==> src/rtl/uart_irq_arbiter_if.sv <==
// Bus between N_UART APB UART interrupt sources, software and the round-robin interrupt arbiter.
// The slave modport is the arbiter side; the master modport is the UART and software side.
interface uart_irq_arbiter_if #(
  parameter int unsigned N_UART = 4
);
  localparam int unsigned IDW = (N_UART > 1) ? $clog2(N_UART) : 1;

  logic [N_UART-1:0]   int_i;
  logic [4*N_UART-1:0] iir_i;
  logic [N_UART-1:0]   en_i;
  logic                ack_i;
  logic                irq_o;
  logic [IDW-1:0]      id_o;
  logic [3:0]          iir_o;
  logic                busy_o;
  logic [4*N_UART-1:0] clr_int_o;

  modport slave (
    input  int_i, iir_i, en_i, ack_i,
    output irq_o, id_o, iir_o, busy_o, clr_int_o
  );

  modport master (
    output int_i, iir_i, en_i, ack_i,
    input  irq_o, id_o, iir_o, busy_o, clr_int_o
  );
endinterface

==> src/rtl/uart_irq_arbiter.sv <==
// Round-robin arbiter sharing one CPU interrupt among N_UART UARTs; it latches the winner's IIR
// and pulses that UART's clr_int once software acknowledges.
module uart_irq_arbiter #(
  parameter int unsigned N_UART = 4
) (
  input logic               clk_i,
  input logic               rstn_i,
  uart_irq_arbiter_if.slave bus
);
  localparam int unsigned IDW = (N_UART > 1) ? $clog2(N_UART) : 1;

  typedef enum logic [1:0] {StIdle, StServe, StClear, StHoldoff} state_e;

  state_e              state_q, state_d;
  logic [IDW-1:0]      ptr_q, ptr_d;
  logic [IDW-1:0]      id_q, id_d;
  logic [3:0]          iir_q, iir_d;
  logic                irq_q, irq_d;
  logic                busy_q, busy_d;
  logic [4*N_UART-1:0] clr_q, clr_d;

  logic [N_UART-1:0]   pend;
  logic                found;
  logic [IDW-1:0]      win;
  logic [3:0]          win_iir;
  int unsigned         cand;

  assign pend = bus.int_i & bus.en_i;

  // Walk from ptr+1 upward with wrap; the first pending source wins.
  always_comb begin
    found   = 1'b0;
    win     = ptr_q;
    win_iir = 4'b0001;
    cand    = 0;
    for (int unsigned i = 1; i <= N_UART; i++) begin
      cand = (32'(ptr_q) + i) % N_UART;
      if (!found && pend[IDW'(cand)]) begin
        found   = 1'b1;
        win     = IDW'(cand);
        win_iir = bus.iir_i[4*cand +: 4];
      end
    end
  end

  always_comb begin
    state_d = state_q;
    ptr_d   = ptr_q;
    id_d    = id_q;
    iir_d   = iir_q;
    unique case (state_q)
      StIdle: begin
        if (found) begin
          state_d = StServe;
          id_d    = win;
          ptr_d   = win;
          iir_d   = win_iir;
        end
      end
      StServe: begin
        // Losing the enable aborts service and outranks a same-cycle ack.
        if (!bus.en_i[id_q]) begin
          state_d = StIdle;
        end else if (bus.ack_i) begin
          state_d = StClear;
        end
      end
      StClear:   state_d = StHoldoff;
      StHoldoff: state_d = StIdle;
      default:   state_d = StIdle;
    endcase
  end

  // Outputs are registered from the next state so they track the state register exactly.
  always_comb begin
    irq_d  = (state_d == StServe);
    busy_d = (state_d != StIdle);
    clr_d  = '0;
    if (state_d == StClear) begin
      for (int unsigned k = 0; k < N_UART; k++) begin
        if (IDW'(k) == id_q) begin
          clr_d[4*k +: 4] = {iir_q[3:1], 1'b0};
        end
      end
    end
  end

  always_ff @(posedge clk_i or negedge rstn_i) begin
    if (!rstn_i) begin
      state_q <= StIdle;
      ptr_q   <= IDW'(N_UART - 1);
      id_q    <= '0;
      iir_q   <= 4'b0001;
      irq_q   <= 1'b0;
      busy_q  <= 1'b0;
      clr_q   <= '0;
    end else begin
      state_q <= state_d;
      ptr_q   <= ptr_d;
      id_q    <= id_d;
      iir_q   <= iir_d;
      irq_q   <= irq_d;
      busy_q  <= busy_d;
      clr_q   <= clr_d;
    end
  end

  assign bus.irq_o     = irq_q;
  assign bus.id_o      = id_q;
  assign bus.iir_o     = iir_q;
  assign bus.busy_o    = busy_q;
  assign bus.clr_int_o = clr_q;
endmodule

==> src/flat_wrapper.sv <==
// flat-port wrapper written by rule: the top's interface ports become plain ports
module uart_irq_arbiter_flat 
#(
  parameter int unsigned N_UART = 4
)
  (clk_i, rstn_i, bus_int_i, bus_iir_i, bus_en_i, bus_ack_i, bus_irq_o, bus_id_o, bus_iir_o, bus_busy_o, bus_clr_int_o);
  uart_irq_arbiter_if #(.N_UART(N_UART)) bus_i ();
  input logic clk_i;
  input logic rstn_i;
  input wire logic [$bits(bus_i.int_i)-1:0] bus_int_i;
  input wire logic [$bits(bus_i.iir_i)-1:0] bus_iir_i;
  input wire logic [$bits(bus_i.en_i)-1:0] bus_en_i;
  input wire logic [$bits(bus_i.ack_i)-1:0] bus_ack_i;
  output wire logic [$bits(bus_i.irq_o)-1:0] bus_irq_o;
  output wire logic [$bits(bus_i.id_o)-1:0] bus_id_o;
  output wire logic [$bits(bus_i.iir_o)-1:0] bus_iir_o;
  output wire logic [$bits(bus_i.busy_o)-1:0] bus_busy_o;
  output wire logic [$bits(bus_i.clr_int_o)-1:0] bus_clr_int_o;
  assign bus_i.int_i = bus_int_i;
  assign bus_i.iir_i = bus_iir_i;
  assign bus_i.en_i = bus_en_i;
  assign bus_i.ack_i = bus_ack_i;
  assign bus_irq_o = bus_i.irq_o;
  assign bus_id_o = bus_i.id_o;
  assign bus_iir_o = bus_i.iir_o;
  assign bus_busy_o = bus_i.busy_o;
  assign bus_clr_int_o = bus_i.clr_int_o;
  uart_irq_arbiter #(.N_UART(N_UART)) u_core (.clk_i(clk_i), .rstn_i(rstn_i), .bus(bus_i));
endmodule
==> config.mk <==
export PLATFORM = sky130hd
export DESIGN_NAME = uart_irq_arbiter_flat
export DESIGN_NICKNAME = d
export VERILOG_FILES = /design/src/rtl/uart_irq_arbiter_if.sv /design/src/rtl/uart_irq_arbiter.sv /design/src/flat_wrapper.sv
export SDC_FILE = /design/constraint.sdc
export NUM_CORES = 1
export LEC_CHECK = 0
export BUFFER_PORTS_ARGS = -buffer_cell sky130_fd_sc_hd__buf_4
export CORE_MARGIN = 2
export CORE_UTILIZATION = 33
export CTS_BUF_LIST = sky130_fd_sc_hd__clkbuf_8
export DETAILED_ROUTE_END_ITERATION = 16
export SLEW_MARGIN = 5
export SYNTH_ARGS = -nofsm -noshare
export SYNTH_HDL_FRONTEND = slang
export SYNTH_SLANG_ARGS = --single-unit
==> constraint.sdc <==
create_clock -name clk_i -period 6 [get_ports clk_i]
set_input_delay 1.2 -clock clk_i [delete_from_list [all_inputs] [get_ports clk_i]]
set_output_delay 1.2 -clock clk_i [all_outputs]
set_load 0.03 [all_outputs]
# Word-level counts from Yosys, hierarchy flattened
# Index checks and enable logic that the tools add are counted.
# word_totals
elab_cells	70
out_inout_bits	24
ff_bits	28
# classes
n_mux	31
n_lt_le_gt_ge	5
n_shift	4
n_addsub	4
n_bitwise	1
n_reduce_logical	10
eq_ne	8
# ops
op	count
$shiftx A16 B5 Y4	4
$mux W4	8
$mux W16	1
$lt A2 B3 Y1 const B	5
$mux W2	7
$bmux W1 S2	5
$mux W1	9
$pmux W2 S4	1
$eq A2 B2 Y1 const B	3
$add A2 B1 Y2 const B	2
$add A2 B2 Y2 const B	2
$and A4 B4 Y4	1
$eq A2 B1 Y1 const B	2
$eq A2 B2 Y1 const A	2
$logic_not A2 Y1	2
$logic_and A1 B1 Y1	3
$logic_not A1 Y1	3
$eq A1 B2 Y1 const A	1
$reduce_and A2 Y1	1
$reduce_bool A2 Y1	1

# Longest topological paths before layout
# logic_depth
word_depth	17
depth_mapped	7

# Least setup slack after synthesis
# Ideal clock, no wire load.
# synth_timing
path_type	input-to-reg
startpoint	input port bus_en_i[1]
endpoint	register u_core.iir_q[0], in the netlist u_core.bus.iir_o[0]
path_buffers	0
setup_time_ns	0.080
path_stages	5
t_arrival_ns	2.442
setup_slack_ns	3.479
required_time_ns	5.920
path_cell_list	a22o_4 -> or3_4 -> a31oi_4 -> a2bb2o_4 -> a32o_1
# synth_via
elab_chain_cells	14
word_cells_on_any_way	24
# synth_rtl
element	line	rtl
from (decl)	flat_wrapper.sv:12	input wire logic [$bits(bus_i.en_i)-1:0] bus_en_i;
$and A4 B4 Y4 (*)	uart_irq_arbiter.sv:28	assign pend = bus.int_i & bus.en_i;
$bmux W1 S2	uart_irq_arbiter.sv:38	if (!found && pend[IDW'(cand)]) begin
$mux W1 (not written as such)	uart_irq_arbiter.sv:38	
$mux W1	uart_irq_arbiter.sv:38	
$logic_not A1 Y1	uart_irq_arbiter.sv:38	
$logic_and A1 B1 Y1	uart_irq_arbiter.sv:38	
$mux W1	uart_irq_arbiter.sv:38	
$logic_not A1 Y1	uart_irq_arbiter.sv:38	
$logic_and A1 B1 Y1	uart_irq_arbiter.sv:38	
$mux W1	uart_irq_arbiter.sv:38	
$logic_not A1 Y1	uart_irq_arbiter.sv:38	
$logic_and A1 B1 Y1	uart_irq_arbiter.sv:38	
$mux W1	uart_irq_arbiter.sv:38	
$reduce_and A2 Y1 (no line)	-	
to (signal assigned)	uart_irq_arbiter.sv:101	iir_q <= iir_d;
to (decl)	uart_irq_arbiter.sv:17	logic [3:0] iir_q, iir_d;
# Every way passes the cells marked *; elsewhere a longest branch is shown, timed or not. The select of a mux whose other input is x is not followed.
# A chain may end at the register's enable or synchronous reset.

# Worst setup path in the final report
# layout_timing
startpoint	input port bus_en_i[3]
endpoint	register u_core.iir_q[0], in the netlist u_core.bus.iir_o[0]
# The elaborated chain is that of the path after synthesis.

==> run summary <==
register bit total from synthesis: 24
Max H-tree Level: 1
layout cells sized above 1: 30.49%
Synth Area in Compound Gates: 20.43%
Slew headroom: 49.06%
Die H: 75.70 µm
R2R setup slack: 3.55 ns
setup violators final: 0
clk_lat worst skew: 0.26 ns
Pins Over Slew Limit: 0
Core ar.: 5042 µm²
Syn Std Cell Area: 1697 µm²
GP Congestion: 0.8091
drt total wl: 4080 µm
placed inst area: 2032 µm²
outcome: completed
hold buffer count at cts: 0
Residual DRC: 0
DR vias: 1539
clk slew on worst S/H paths: 0.08 ns
Hold Path Class: reg -> reg
max cap viols: 0
Yosys top cell by area: dfrtp_1
Synth Area in Adders: 0%
skew final: 0.003776 ns
share of power burned in registers: 34.8%
mux cell area share after synthesis: 13.05%
GRT Residual Overflow: 0
critical path fanouts, max: 12
crit share post-route: 43.21%
CP Class: in -> reg
FMAX: 385.8 MHz
global-route wire length before repair: 6734 µm
Worst setup startpoint: bus_en_i[3]
Hold Vio Cnt, Final: 0
Worst setup EP type: register
commonest non-fill, non-tap cells in the layout: buf_4, nor2_1, nand2_1
reg-to-reg endpoint: u_core.bus.iir_o[1]
Synth Area in XOR/XNOR: 0%
worst r2r src: u_core.ptr_q[0]
design area: 2103 µm²
detailed placer's ending HPWL: 3005 µm
pin count of the biggest net entering global routing: 38
die footprint: 5730 µm²
Sw Ratio: 44.14%
Int Pwr: 0.5058 mW
CTS tree: yes
Wirelength per Cell: 13.92 µm
antenna violations before repair: 0
clock buffer depth: 2
Non-Filler Instances: 293
main combinational cell family by area after synthesis: simple AND/OR/NAND/NOR gates
mean area per synthesized cell: 9.073 µm²
top_reg_cell synth: dfrtp_1
NetSw: 0.3997 mW
post-synth top area share: 30.97%
Arrival @ worst endpoint: 2.79 ns
Initial Util: 33.65%
critical path required time: 6.20 ns
Via-to-Cell Ratio: 5.253
Sum Neg Setup Slack: 0 ns
cells after synthesis: 187
Clk pwr share: 15.2%
RSZ-0062 raised after global routing: false
clk sinks: 24
hold depth: 1
std cell rows: 26
GRT Util Overall: 15.20%
commonest non-fill, non-tap cell in the layout: buf_4
antenna diode count: 0
DRT iter0 DRCs: 92
vias in the first global route: 1450
area delta synth->final: 23.97%
YS warnings: 0
Final min period: 2.592 ns
Core Util, Final: 41.71%
DP Cell Count: 289
startpoint types: input port
setup bufs post-CTS: 0
sequential share of the synthesized area: 35.62%
leakage power total: 0.9529 nW
Post-synth EDFFs: 0
Worst-Margin Slew: 0.7583 ns
Distinct cells, synth: 48
depth of the worst register-to-register path: 5
total power: 0.9055 mW
Power Density: 430.5 nW/µm²
Logic pwr share: 50.0%
Port Buf Inserts: 46
Resize count post-CTS: 0
clock buffer count from CTS: 3
Final nets: 251
Critical Path Sink: u_core.bus.iir_o[0]
Final ANT Viol Nets: 0
synth top area cells: dfrtp_1, mux2i_1, nor2_1, nand2_1, dfstp_2
CTS root buffer: clkbuf_8
asr flop ratio synth: 100.0%
maximum vdd drop: 0.1643 mV
I/O pin count: 51
Die Width: 75.70 µm
Simple-Gate Fraction of Synth Area: 23.60%
DR pass1 iterations: 4
==> routing by layer <==
layer | share of wire, % | vias up | GRT usage [%]
met5 | 0 | - | 0
met4 | 0.59 | 0 | 2.924
met3 | 6.2 | 2 | 2.778
met2 | 50 | 64 | 26.28
met1 | 43 | 731 | 20.02
li1 | - | 742 | -
==> stage by stage <==
| step | setup slack (ns) | hold slack, ns |
|---|---|---|
| 6_report | 3.408 | 0.5802 |
| 5_1_grt | 3.279 | 0.6042 |
| 4_1_cts | 3.365 | 0.5852 |
| 3_5_place_dp | 3.081 | 0.5729 |
| 3_3_place_gp | 3.092 | 0.5695 |
| 2_1_floorplan | 3.479 | 0.5321 |
==> registers in the layout, summed over array words and instances (netlist names) <==
register	count
u_core.bus.clr_int_o	12
u_core.bus.busy_o	1
u_core.bus.irq_o	1
u_core.state_q	2
u_core.ptr_q	2
u_core.bus.id_o	2
u_core.bus.iir_o	4
==> cell usage after synthesis (all sizes together) (3+ instances only) <==
cell / n
nor3: 8
buf: 11
nor2: 26
nor2b: 3
a2111oi: 4
a31oi: 6
dfstp: 3
inv: 3
and2: 5
or3: 4
mux2i: 12
clkbuf: 6
nand4: 3
nand2b: 3
dfrtp: 21
nand2: 22
a21oi: 5
nand3: 7
a21o: 3
a211oi: 3
mux2: 5
==> power groups by stage <==
stage | combinational, mW | sequential (mW) | clock, mW
floorplan | 0.351 | 0.306 | 0
global placement | 0.451 | 0.318 | 0
detailed placement | 0.452 | 0.320 | 0
CTS | 0.454 | 0.316 | 0.142
global route | 0.499 | 0.329 | 0.147
finish | 0.452 | 0.315 | 0.138
==> worst max-delay path, cell delays in order <==
cell and delay, ns:
buf_4 0.12, nand2_1 0.29, nand2_1 0.13, nor4_1 0.59
a2bb2o_4 0.26, a32o_1 0.21
==> cells by family after synthesis <==
group | Yosys count
other cells | 1
buf+inv | 20
compound gates | 38
mux | 19
simple gates | 85
flops | 24
==> worst min-delay path by stage <==
stage                        startpoint             endpoint  slack, ns
floorplan             u_core.state_q[1]    u_core.state_q[1]       0.53
global placement    u_core.bus.iir_o[0]  u_core.bus.iir_o[0]       0.57
detailed placement  u_core.bus.iir_o[0]  u_core.bus.iir_o[0]       0.57
CTS                 u_core.bus.iir_o[0]  u_core.bus.iir_o[0]       0.59
global route        u_core.bus.iir_o[0]  u_core.bus.iir_o[0]       0.60
finish              u_core.bus.iir_o[0]  u_core.bus.iir_o[0]       0.58
==> cell type report <==
type | count | area (µm²)
well taps | 70 | 87.58
clock buffers | 3 | 41.29
flip-flops and latches | 24 | 604.3
multi-input cells | 146 | 983.4
inverters | 3 | 11.26
fillers | 534 | 2939
repair buffers | 46 | 345.3
clock inverters | 1 | 30.03
No activity file was read; power rests on OpenSTA's default activity.
